$ cat src/rtl/sram_config_loader.sv
// sram_config_loader: packs a serial config bitstream LSB-first into words and writes them to sram addresses 0..DEPTH-1
module sram_config_loader #(
    parameter int ADDR_WIDTH = 4,
    parameter int DATA_WIDTH = 1
) (
    input  logic                  clk,
    input  logic                  rst,
    input  logic                  start,
    input  logic                  bit_in,
    input  logic                  bit_valid,
    output logic                  bit_ready,
    output logic [ADDR_WIDTH-1:0] waddr,
    output logic [DATA_WIDTH-1:0] wdata,
    output logic                  we,
    output logic                  busy,
    output logic                  done
);
    localparam int CW = (DATA_WIDTH > 1) ? $clog2(DATA_WIDTH) : 1;

    typedef enum logic [1:0] {IDLE, SHIFT, WRITE, DONE} state_t;

    state_t                state, state_nxt;
    logic [ADDR_WIDTH-1:0] addr;
    logic [CW-1:0]         bitcnt;
    logic [DATA_WIDTH-1:0] shreg, word_nxt;
    logic                  xfer, word_end, last_addr, launch;

    assign xfer      = bit_valid && bit_ready;
    assign word_end  = bitcnt == CW'(DATA_WIDTH - 1);
    assign last_addr = &addr;
    assign launch    = start && (state == IDLE || state == DONE);

    // word as it will look once the current bit lands in its slot
    always_comb begin
        for (int i = 0; i < DATA_WIDTH; i++)
            word_nxt[i] = (bitcnt == CW'(i)) ? bit_in : shreg[i];
    end

    // state register
    always_ff @(posedge clk) begin
        if (rst)
            state <= IDLE;
        else
            state <= state_nxt;
    end

    // next state: WRITE always lasts one cycle, the last address ends the pass
    always_comb begin
        state_nxt = state;
        case (state)
            IDLE, DONE: state_nxt = start ? SHIFT : state;
            SHIFT:      state_nxt = (xfer && word_end) ? WRITE : SHIFT;
            WRITE:      state_nxt = last_addr ? DONE : SHIFT;
            default:    state_nxt = IDLE;
        endcase
    end

    // status outputs decoded straight from state
    always_comb begin
        bit_ready = state == SHIFT;
        busy      = state == SHIFT || state == WRITE;
        done      = state == DONE;
    end

    // bit counter, shift register and word address
    always_ff @(posedge clk) begin
        if (rst) begin
            addr   <= '0;
            bitcnt <= '0;
            shreg  <= '0;
        end else if (launch) begin
            addr   <= '0;
            bitcnt <= '0;
        end else if (xfer) begin
            shreg  <= word_nxt;
            bitcnt <= word_end ? '0 : bitcnt + CW'(1);
        end else if (state == WRITE && !last_addr) begin
            addr <= addr + ADDR_WIDTH'(1);
        end
    end

    // sram write port is registered so we/waddr/wdata line up in the WRITE cycle
    always_ff @(posedge clk) begin
        if (rst) begin
            we    <= 1'b0;
            waddr <= '0;
            wdata <= '0;
        end else begin
            we <= xfer && word_end;
            if (xfer && word_end) begin
                waddr <= addr;
                wdata <= word_nxt;
            end
        end
    end
endmodule

$ cat config.mk
export PLATFORM = sky130hd
export DESIGN_NAME = sram_config_loader
export DESIGN_NICKNAME = d
export VERILOG_FILES = /design/src/rtl/sram_config_loader.sv
export SDC_FILE = /design/constraint.sdc
export NUM_CORES = 1
export LEC_CHECK = 0
export CAP_MARGIN = 30
export CORE_AREA = 2 2 39 41
export CTS_CLUSTER_DIAMETER = 150
export DETAILED_ROUTE_END_ITERATION = 8
export DIE_AREA = 0 0 41 43
export PLACE_DENSITY = 0.68
export SYNTH_ARGS = -nofsm -noshare
export SYNTH_HDL_FRONTEND = slang
export SYNTH_SLANG_ARGS = --single-unit
$ cat constraint.sdc
create_clock -name clk -period 4.4 [get_ports clk]
set_input_delay 0.44 -clock clk [delete_from_list [all_inputs] [get_ports clk]]
set_output_delay 0.44 -clock clk [all_outputs]
set_load 0.02 [all_outputs]
# == Word level (Yosys, flattened, before mapping) ==
# Cells that the tools add are included.
# classes
n_shift,0
n_eq_ne,4
muxes,6
n_reduce_logical,13
order_cmp,0
n_div,0
n_addsub,2
bitwise_logic,3
multipliers,0
# op_table
operator,count
$mux 2,3
$pmux 2 s3,1
$add 4x1->4 const B,1
$eq 2x2->1 const B,2
$logic_and 1x1->1,4
$reduce_and 2->1,2
$reduce_and 4->1,1
$reduce_or 2->1,2
$not 1->1,3
$eq 2x1->1 const B,1
$logic_not 2->1,1
$logic_or 1x1->1,2
$mux 1,2
$ne 2x2->1 const B,1
$add 1x1->1 const B,1
$logic_not 1->1,1
# word_totals
wordCells,35
mem_count,0
ram_bits,0
in_bits,5
out_inout_bits,9
ff_bits,14
latch_bits,0
mem_bits_ro,0

# == Longest topological paths before layout ==
# Gate-level depths: netlist of run 1.
# depth
ltp_word,5
depth_mapped,6
mapped_depth_nobuf,5

# == Worst setup path after synthesis of run 1 ==
# OpenSTA, ideal clock, no wires.
# synth_path
path_kind,reg-to-reg
start,register state[1]
end,register addr[3]
t_required_ns,4.330
period_less_slack_ns,1.559
t_arrival_ns,1.489
stages_incl_launch_ff,7
n_path_buf,1
setup_time_ns,0.070
setup_slack_ns,2.841
path_cell_list,dfxtp_1 > inv_1 > ha_1 > buf_6 > a21bo_4 > or3_1 > a21oi_1
# synth_via
elab_chain_len,4
elab_cells_between_ends,11
classes_between,eq/ne: 3; bitwise: 1; reduce/logical: 7
# synth_lines
item,line,rtl
start: declaration,22,"state_t state, state_nxt;"
start signal: assignment,44,state <= state_nxt;
$eq 2x1->1,60,bit_ready = state == SHIFT;
named net bit_ready,11,"output logic bit_ready,"
$logic_and 1x1->1,28,assign xfer = bit_valid && bit_ready;
$not 1->1 (no line),-,
$reduce_and 2->1 (no line),-,
end signal: assignment,78,addr <= addr + ADDR_WIDTH'(1);
end: declaration,23,logic [ADDR_WIDTH-1:0] addr;
# The timed path passes the listed nets, and every way through them passes these cells.
# A chain may end at the register's enable or synchronous reset.

# == Worst setup path after layout of run 1 ==
# layout_path
start,register state[0]
end,output busy
# layout_via
elab_chain_len,2
elab_cells_between_ends,3
classes_between,eq/ne: 2; reduce/logical: 1
# layout_lines
item,line,rtl
$eq 2x1->1 / $eq 2x2->1 (equally long branches),61,busy = state == SHIFT || state == WRITE;
$logic_or 1x1->1 (*),61,
end: declaration,15,"output logic busy,"
# Every way passes the cells marked *; elsewhere a longest branch is shown, timed or not.

==> results of run 1 <==
==> placed cells by master, fill, tap and decap left out <==
cell type        instances
a21o_1                   1
ha_1                     4
inv_1                    5
clkbuf_8                 1
and3_1                   1
nor2_1                   2
nor3b_1                  1
clkdlybuf4s50_1         13
a21oi_1                  9
a211oi_1                 2
o21ai_0                  3
dfxtp_1                 12
a221oi_1                 1
or3_1                    3
nand3_1                  6
a21bo_4                  1
or3b_1                   1
clkbuf_4                 3
nand2_1                  6
o31ai_1                  2
==> cell usage after synthesis (all sizes together) <==
cell / count
dfxtp: 12
a21oi: 9
nand2: 6
nand3: 6
inv: 5
ha: 4
o21ai: 3
or3: 3
a211oi: 2
buf: 2
nor2: 2
o31ai: 2
a21bo: 1
a21o: 1
a221oi: 1
and3: 1
clkbuf: 1
nor3b: 1
or3b: 1
==> report_power, final <==
part	total, mW	switching (mW)	internal (mW)
logic	0.127	0.0697	0.0573
clock network	0.0875	0.0372	0.0503
registers	0.131	0.0106	0.120
==> state kept, by name, indices dropped and copies added (netlist names) <==
register / cells
waddr: 4
state: 2
we: 1
wdata: 1
addr: 4
==> cells by family (layout without fill, tap and decap cells) <==
family	count (synthesis)	count (layout)	share of synthesized area, %
flip-flops	12	12	42.95
AO/OA/AOI/OAI	19	19	21.92
adder cells (fa/ha/maj)	4	4	8.949
buffers and inverters	8	22	8.053
AND/OR/NAND/NOR	20	20	18.12
==> path summary, 6_finish.rpt <==
kind | start | endpoint | cells past startpoint
setup / recovery | state[0] | busy | 4
hold / removal | waddr[1] | waddr[1] | 2
setup reg to reg | state[1] | addr[1] | 5
hold reg to reg | waddr[1] | waddr[1] | 2
==> metrics by stage <==
stage                     utilization [%]  instances  setup slack [ns]  hold WS [ns]
after floorplan                         -         63             2.841        0.4699
after global placement              49.37         89             2.511        0.4431
after detailed placement            49.37         89             2.508        0.4525
after CTS                           51.99         93             2.186        0.4636
after global routing                51.99         93             2.099        0.4829
final                               51.99         93             2.190        0.4566
==> worst max-delay path, cell delays in order, from the launching register on <==
cell and delay [ns]:
dfxtp_1 0.40, inv_1 0.06, ha_1 0.36, inv_1 0.08, clkdlybuf4s50_1 0.59
==> layer usage <==
layer	up-vias	wire length (um)	global-route usage, %
li1	248	-	-
met1	211	542	19.93
met2	11	450	20.00
met3	4	58	3.141
met4	0	17	10.00
met5	-	0	0
==> area by class of cell <==
class / instances / share of cell area [%]
tap: 16 / 2.783
multi-input combinational: 43 / 38.09
timing repair buffer: 13 / 18.09
clock buffer: 4 / 5.043
sequential: 12 / 33.39
inverter: 5 / 2.609
==> results by group, run 1 <==
Outcome
  • Status: finished, final reports clean

GRT
  • Residual overflow from global routing: 0
  • Initial antenna violation count: 0
  • Largest net degree at the start of global routing: 11
  • All-Layer GR Usage: between 10% and 20%
  • First-pass GRT wire length: 1738 um
  • Vias in the first global route: approximately 430

Final layout
  • Design area: roughly 720 um^2
  • Layout Nets: 87
  • Fillcell total: 138
  • Antenna fix cells: 0
  • Seq. cell area: 240.2 um^2
  • Area used by multi-input combinational logic: roughly 270 um^2
  • Layout cell share with drive strength beyond 1: approximately 6.5%
  • Area growth syn-to-layout: 28.64%

STA
  • Measured slew at the worst slew-check pin: ~0.35 ns
  • Tmin final: roughly 2.2 ns
  • Period utilisation layout: approximately half
  • Achievable Freq: roughly 450 MHz
  • RSZ-0062 raised after global routing: no
  • Slew Viols, Final: 0
  • Setup TNS: 0 ns
  • Slew margin rel.: between 70% and 80%
  • Final hold vios: 0
  • Clock skew: ~0.0032 ns
  • Setup violators final: 0

Clock network
  • CTS buffer count: 3
  • Root Driver: clkbuf_4
  • Post-CTS setup buffers: 0
  • CTS tree: built
  • CTS sink cnt: 12
  • # hold bufs at CTS: 0
  • Clk pin slew, worst setup/hold paths: around 0.08 ns
  • Worst-Skew Late Latency: 0.27 ns
  • H-tree Lvls: 1
  • CTS max path bufs: 2
  • Post_cts resized: 0

Power
  • Tot Pwr: approximately 0.35 mW
  • Leak: between 0.2 and 0.3 nW
  • Peak VDD IR: approximately 0.00023 V
  • Power density cells: 480.2 nW/um^2

Detailed routing
  • DRC Markers: 0
  • DRT Pass-1 Iters: 3
  • Routed vias/inst: roughly 5.1
  • Final wirelength: approximately 1100 um
  • Vias: 474
  • Iter 0 DRT Violations: 6
  • WL/cell: 11.49 um
  • DRT antenna net count: 0

Placement
  • DP HPWL: roughly 770 um
  • # port buffers: 13
  • Gpl congestion: 0.7341
  • Area of placed instances: 683.2 um^2

Worst hold path
  • Hold Path Class: reg2reg

Flow run
  • Max Cap Viol: 0

Synthesis
  • Synth area leaders: dfxtp_1, ha_1, a21oi_1, nand3_1, buf_6
  • Synthesis Warnings: 0
  • Mapped Cells: 63
  • Distinct cells, synth: 19
  • Synth area leader: dfxtp_1
  • Post-synth top area share: 42.95%
  • Register area share after synthesis: between 40% and 50%
  • Post-Syn Nets: 72
  • Post-Syn Area: ~560 um^2
  • Mean post-synth cell area: between 8 and 9 um^2
  • Seq cells post-synth: 12

Setup path
  • Crit path capture type: output pin
  • Critical Path RT: about 4.0 ns
  • R2R setup slack: 2.83 ns
  • Crit-path max FO: 6
  • Crit start category: flop
  • Worst Setup Path Type: reg2out
  • Critical Path AT: around 1.8 ns

Die
  • Die ar.: ~1800 um^2
  • Die height: 43 um
  • Core area: approximately 1400 um^2
  • Die Width: 41 um
  • Number of I/O pins: 14
  • Starting density of the core: approximately 40%
  • Row count: 14
No activity file was read; power rests on OpenSTA's default activity.
==> run 2: changes to the inputs <==
--- a/config.mk
+++ b/config.mk
@@ -6,11 +6,11 @@
 export NUM_CORES = 1
 export LEC_CHECK = 0
 export CAP_MARGIN = 30
-export CORE_AREA = 2 2 39 41
+export CORE_MARGIN = 2
+export CORE_UTILIZATION = 41
 export CTS_CLUSTER_DIAMETER = 150
 export DETAILED_ROUTE_END_ITERATION = 8
-export DIE_AREA = 0 0 41 43
-export PLACE_DENSITY = 0.68
+export PLACE_DENSITY = 0.69
 export SYNTH_ARGS = -nofsm -noshare
 export SYNTH_HDL_FRONTEND = slang
 export SYNTH_SLANG_ARGS = --single-unit
==> constraint.sdc (replaced) <==
create_clock -name clk -period 1.8 [get_ports clk]
set_input_delay 0.18 -clock clk [delete_from_list [all_inputs] [get_ports clk]]
set_output_delay 0.18 -clock clk [all_outputs]
set_load 0.02 [all_outputs]
==> results by group, run 2 (synthesis gave the netlist of run 1 again) <==
STA
  • Tmin final: approximately 1.7 ns
  • WHS: 0.4545 ns (-0.002151 ns)
  • Setup TNS: 0 ns (unchanged)
  • RSZ-0062 raised after global routing: no
  • Period utilisation layout: a little over nine tenths
  • Measured slew at the worst slew-check pin: 0.3484 ns (-0.003973 ns)
  • Final hold vios: 0 (unchanged)
  • Achievable Freq: 592.4 MHz
  • Clock skew: 0.002857 ns (-0.0003198 ns)
  • Slew Viols, Final: 0 (unchanged)
  • Slew margin rel.: 76.70% (+0.19 points)
  • Setup violators final: 0 (unchanged)

Detailed routing
  • Final wirelength: 1060 um (-0.84%)
  • Vias: 469 (-1.1%)
  • WL/cell: 11.28 um (-1.9%)
  • Iter 0 DRT Violations: 9 (+3)
  • Routed vias/inst: 4.989 (-2.1%)
  • DRT antenna net count: 0 (unchanged)
  • DRT Pass-1 Iters: 2 (-1)
  • DRC Markers: 0 (unchanged)

Power
  • Psw: 0.2894 mW (+150%)
  • Reg power frac: 37.5% (-0.4 points)
  • Sw Share: 34.16% (+0.12 points)
  • Peak VDD IR: 0.0007927 V (+250%)
  • Internal power: 0.5577 mW (+140%)
  • Power density cells: 1157 nW/um^2 (+140%)
  • Comb pwr share: 37.0% (+0.2 points)
  • Leak: 0.2794 nW (+4.7%)
  • Clk pwr share: 25.4% (about the same)
  • Tot Pwr: 0.8471 mW (+150%)

Final layout
  • Area growth syn-to-layout: 30.87%
  • Layout Nets: 89 (+2.3%)
  • Antenna fix cells: 0 (unchanged)
  • Layout cell share with drive strength beyond 1: 8.861% (+2.4 points)
  • Design area: 732.0 um^2 (+1.7%)
  • Area used by multi-input combinational logic: 274.0 um^2 (unchanged)
  • Fillcell total: 137 (-0.72%)
  • Seq. cell area: 240.2 um^2 (unchanged)
  • Top flop regs: addr: 4 flops, waddr: 4 flops, state: 2 flops
  • Commonest non-fill, non-tap cells in the layout: dfxtp_1, clkdlybuf4s50_1, a21oi_1, nand3_1, nand2_1

Setup path
  • Crit-path max FO: 3 (-3)
  • Worst Setup Path Type: reg2out
  • Cells on worst reg2reg path: 5 (unchanged)
  • Critical Path AT: 1.51 ns (-0.26 ns)
  • Worst reg2reg path endpoint: addr[1]
  • R2R setup slack: 0.35 ns (-2.48 ns)
  • Crit path capture type: output pin
  • Crit start category: flop
  • R2r startpoint: state[1]
  • Critical Path RT: 1.62 ns (-2.34 ns)

Die
  • Number of I/O pins: 14 (unchanged)
  • Row count: 13 (-1)
  • Die ar.: 1676 um^2 (-5.0%)
  • Core area: 1285 um^2 (-7.1%)
  • Die Width: 40.94 um (-0.16%)
  • Starting density of the core: 43.52% (+3.1 points)
  • Die height: 40.94 um (-4.8%)

GRT
  • Initial antenna violation count: 0 (unchanged)
  • GRT met1 Usage: 20.53% (+0.60 points)
  • Largest net degree at the start of global routing: 10 (-1)
  • Met2 usage: 20.70% (+0.70 points)
  • GR Util met3: 6.522% (+3.4 points)
  • All-Layer GR Usage: 16.03% (+1.3 points)
  • Vias in the first global route: 376 (-12%)
  • GR peak layer: met2
  • First-pass GRT wire length: 1649 um (-5.1%)
  • Residual overflow from global routing: 0 (unchanged)

Clock network
  • Post_cts resized: 1 (+1)
  • CTS max path bufs: 2 (unchanged)
  • Post-CTS setup buffers: 0 (unchanged)
  • CTS sink cnt: 12 (unchanged)
  • Worst-Skew Late Latency: 0.28 ns (about the same)
  • CTS buffer count: 3 (unchanged)
  • Root Driver: clkbuf_4
  • # hold bufs at CTS: 0 (unchanged)
  • H-tree Lvls: 1 (unchanged)
  • CTS tree: built
  • Clk pin slew, worst setup/hold paths: 0.08 ns (about the same)

Placement
  • Area of placed instances: 696.9 um^2 (+2.0%)
  • # port buffers: 13 (unchanged)
  • DP HPWL: 758.8 um (-0.85%)
  • Gpl congestion: 0.8260 (+13%)

Worst hold path
  • Worst hold stages: 2 (unchanged)
  • Min-Delay Startpoint: waddr[3]
  • Hold Path Class: reg2reg
  • WHS Endpoint: waddr[3]

Flow run
  • Max Cap Viol: 0 (unchanged)

Outcome
  • Status: finished, final reports clean
## run 2: through the flow
stage | setup WS (ns) | cells | util, %
6_report | 0.1118 | 94 | 56.96
5_1_grt | 0.02707 | 94 | 56.96
4_1_cts | 0.09123 | 94 | 56.96
3_5_place_dp | 0.1720 | 90 | 54.24
3_3_place_gp | 0.2074 | 90 | 54.24
2_1_floorplan | 0.2412 | 63 | -
## run 2: critical path, stage by stage, from the launching register on
cell and delay, ns:
dfxtp_1 0.33, inv_1 0.08, ha_1 0.20, clkdlybuf4s50_1 0.62
## run 2: routing by layer
metal	vias up	wire length (um)
met5	-	0
met4	0	15
met3	2	64
met2	11	405
met1	199	574
li1	257	-
## run 2: power by group through the flow
stage	clock network [mW]	registers [mW]	logic, mW
global placement	0	0.322	0.322
global route	0.237	0.324	0.346
detailed placement	0	0.324	0.327
finish	0.216	0.318	0.314
CTS	0.225	0.318	0.314
floorplan	0	0.329	0.219
## run 2: worst max-delay path by stage
stage           endpoint     start  cells past startpoint
4_1_cts        bit_ready  state[1]                      3
5_1_grt        bit_ready  state[1]                      3
3_5_place_dp        busy  state[0]                      4
2_1_floorplan    addr[3]  state[1]                      6
3_3_place_gp        busy  state[0]                      4
6_report       bit_ready  state[1]                      3
## run 2: area by class of cell
class	instances	share of cell area, %
Multi-Input combinational cell	43	37.44
Sequential cell	12	32.82
Timing Repair Buffer	15	19.66
Clock buffer	4	4.957
Inverter	5	2.564
Tap cell	15	2.564
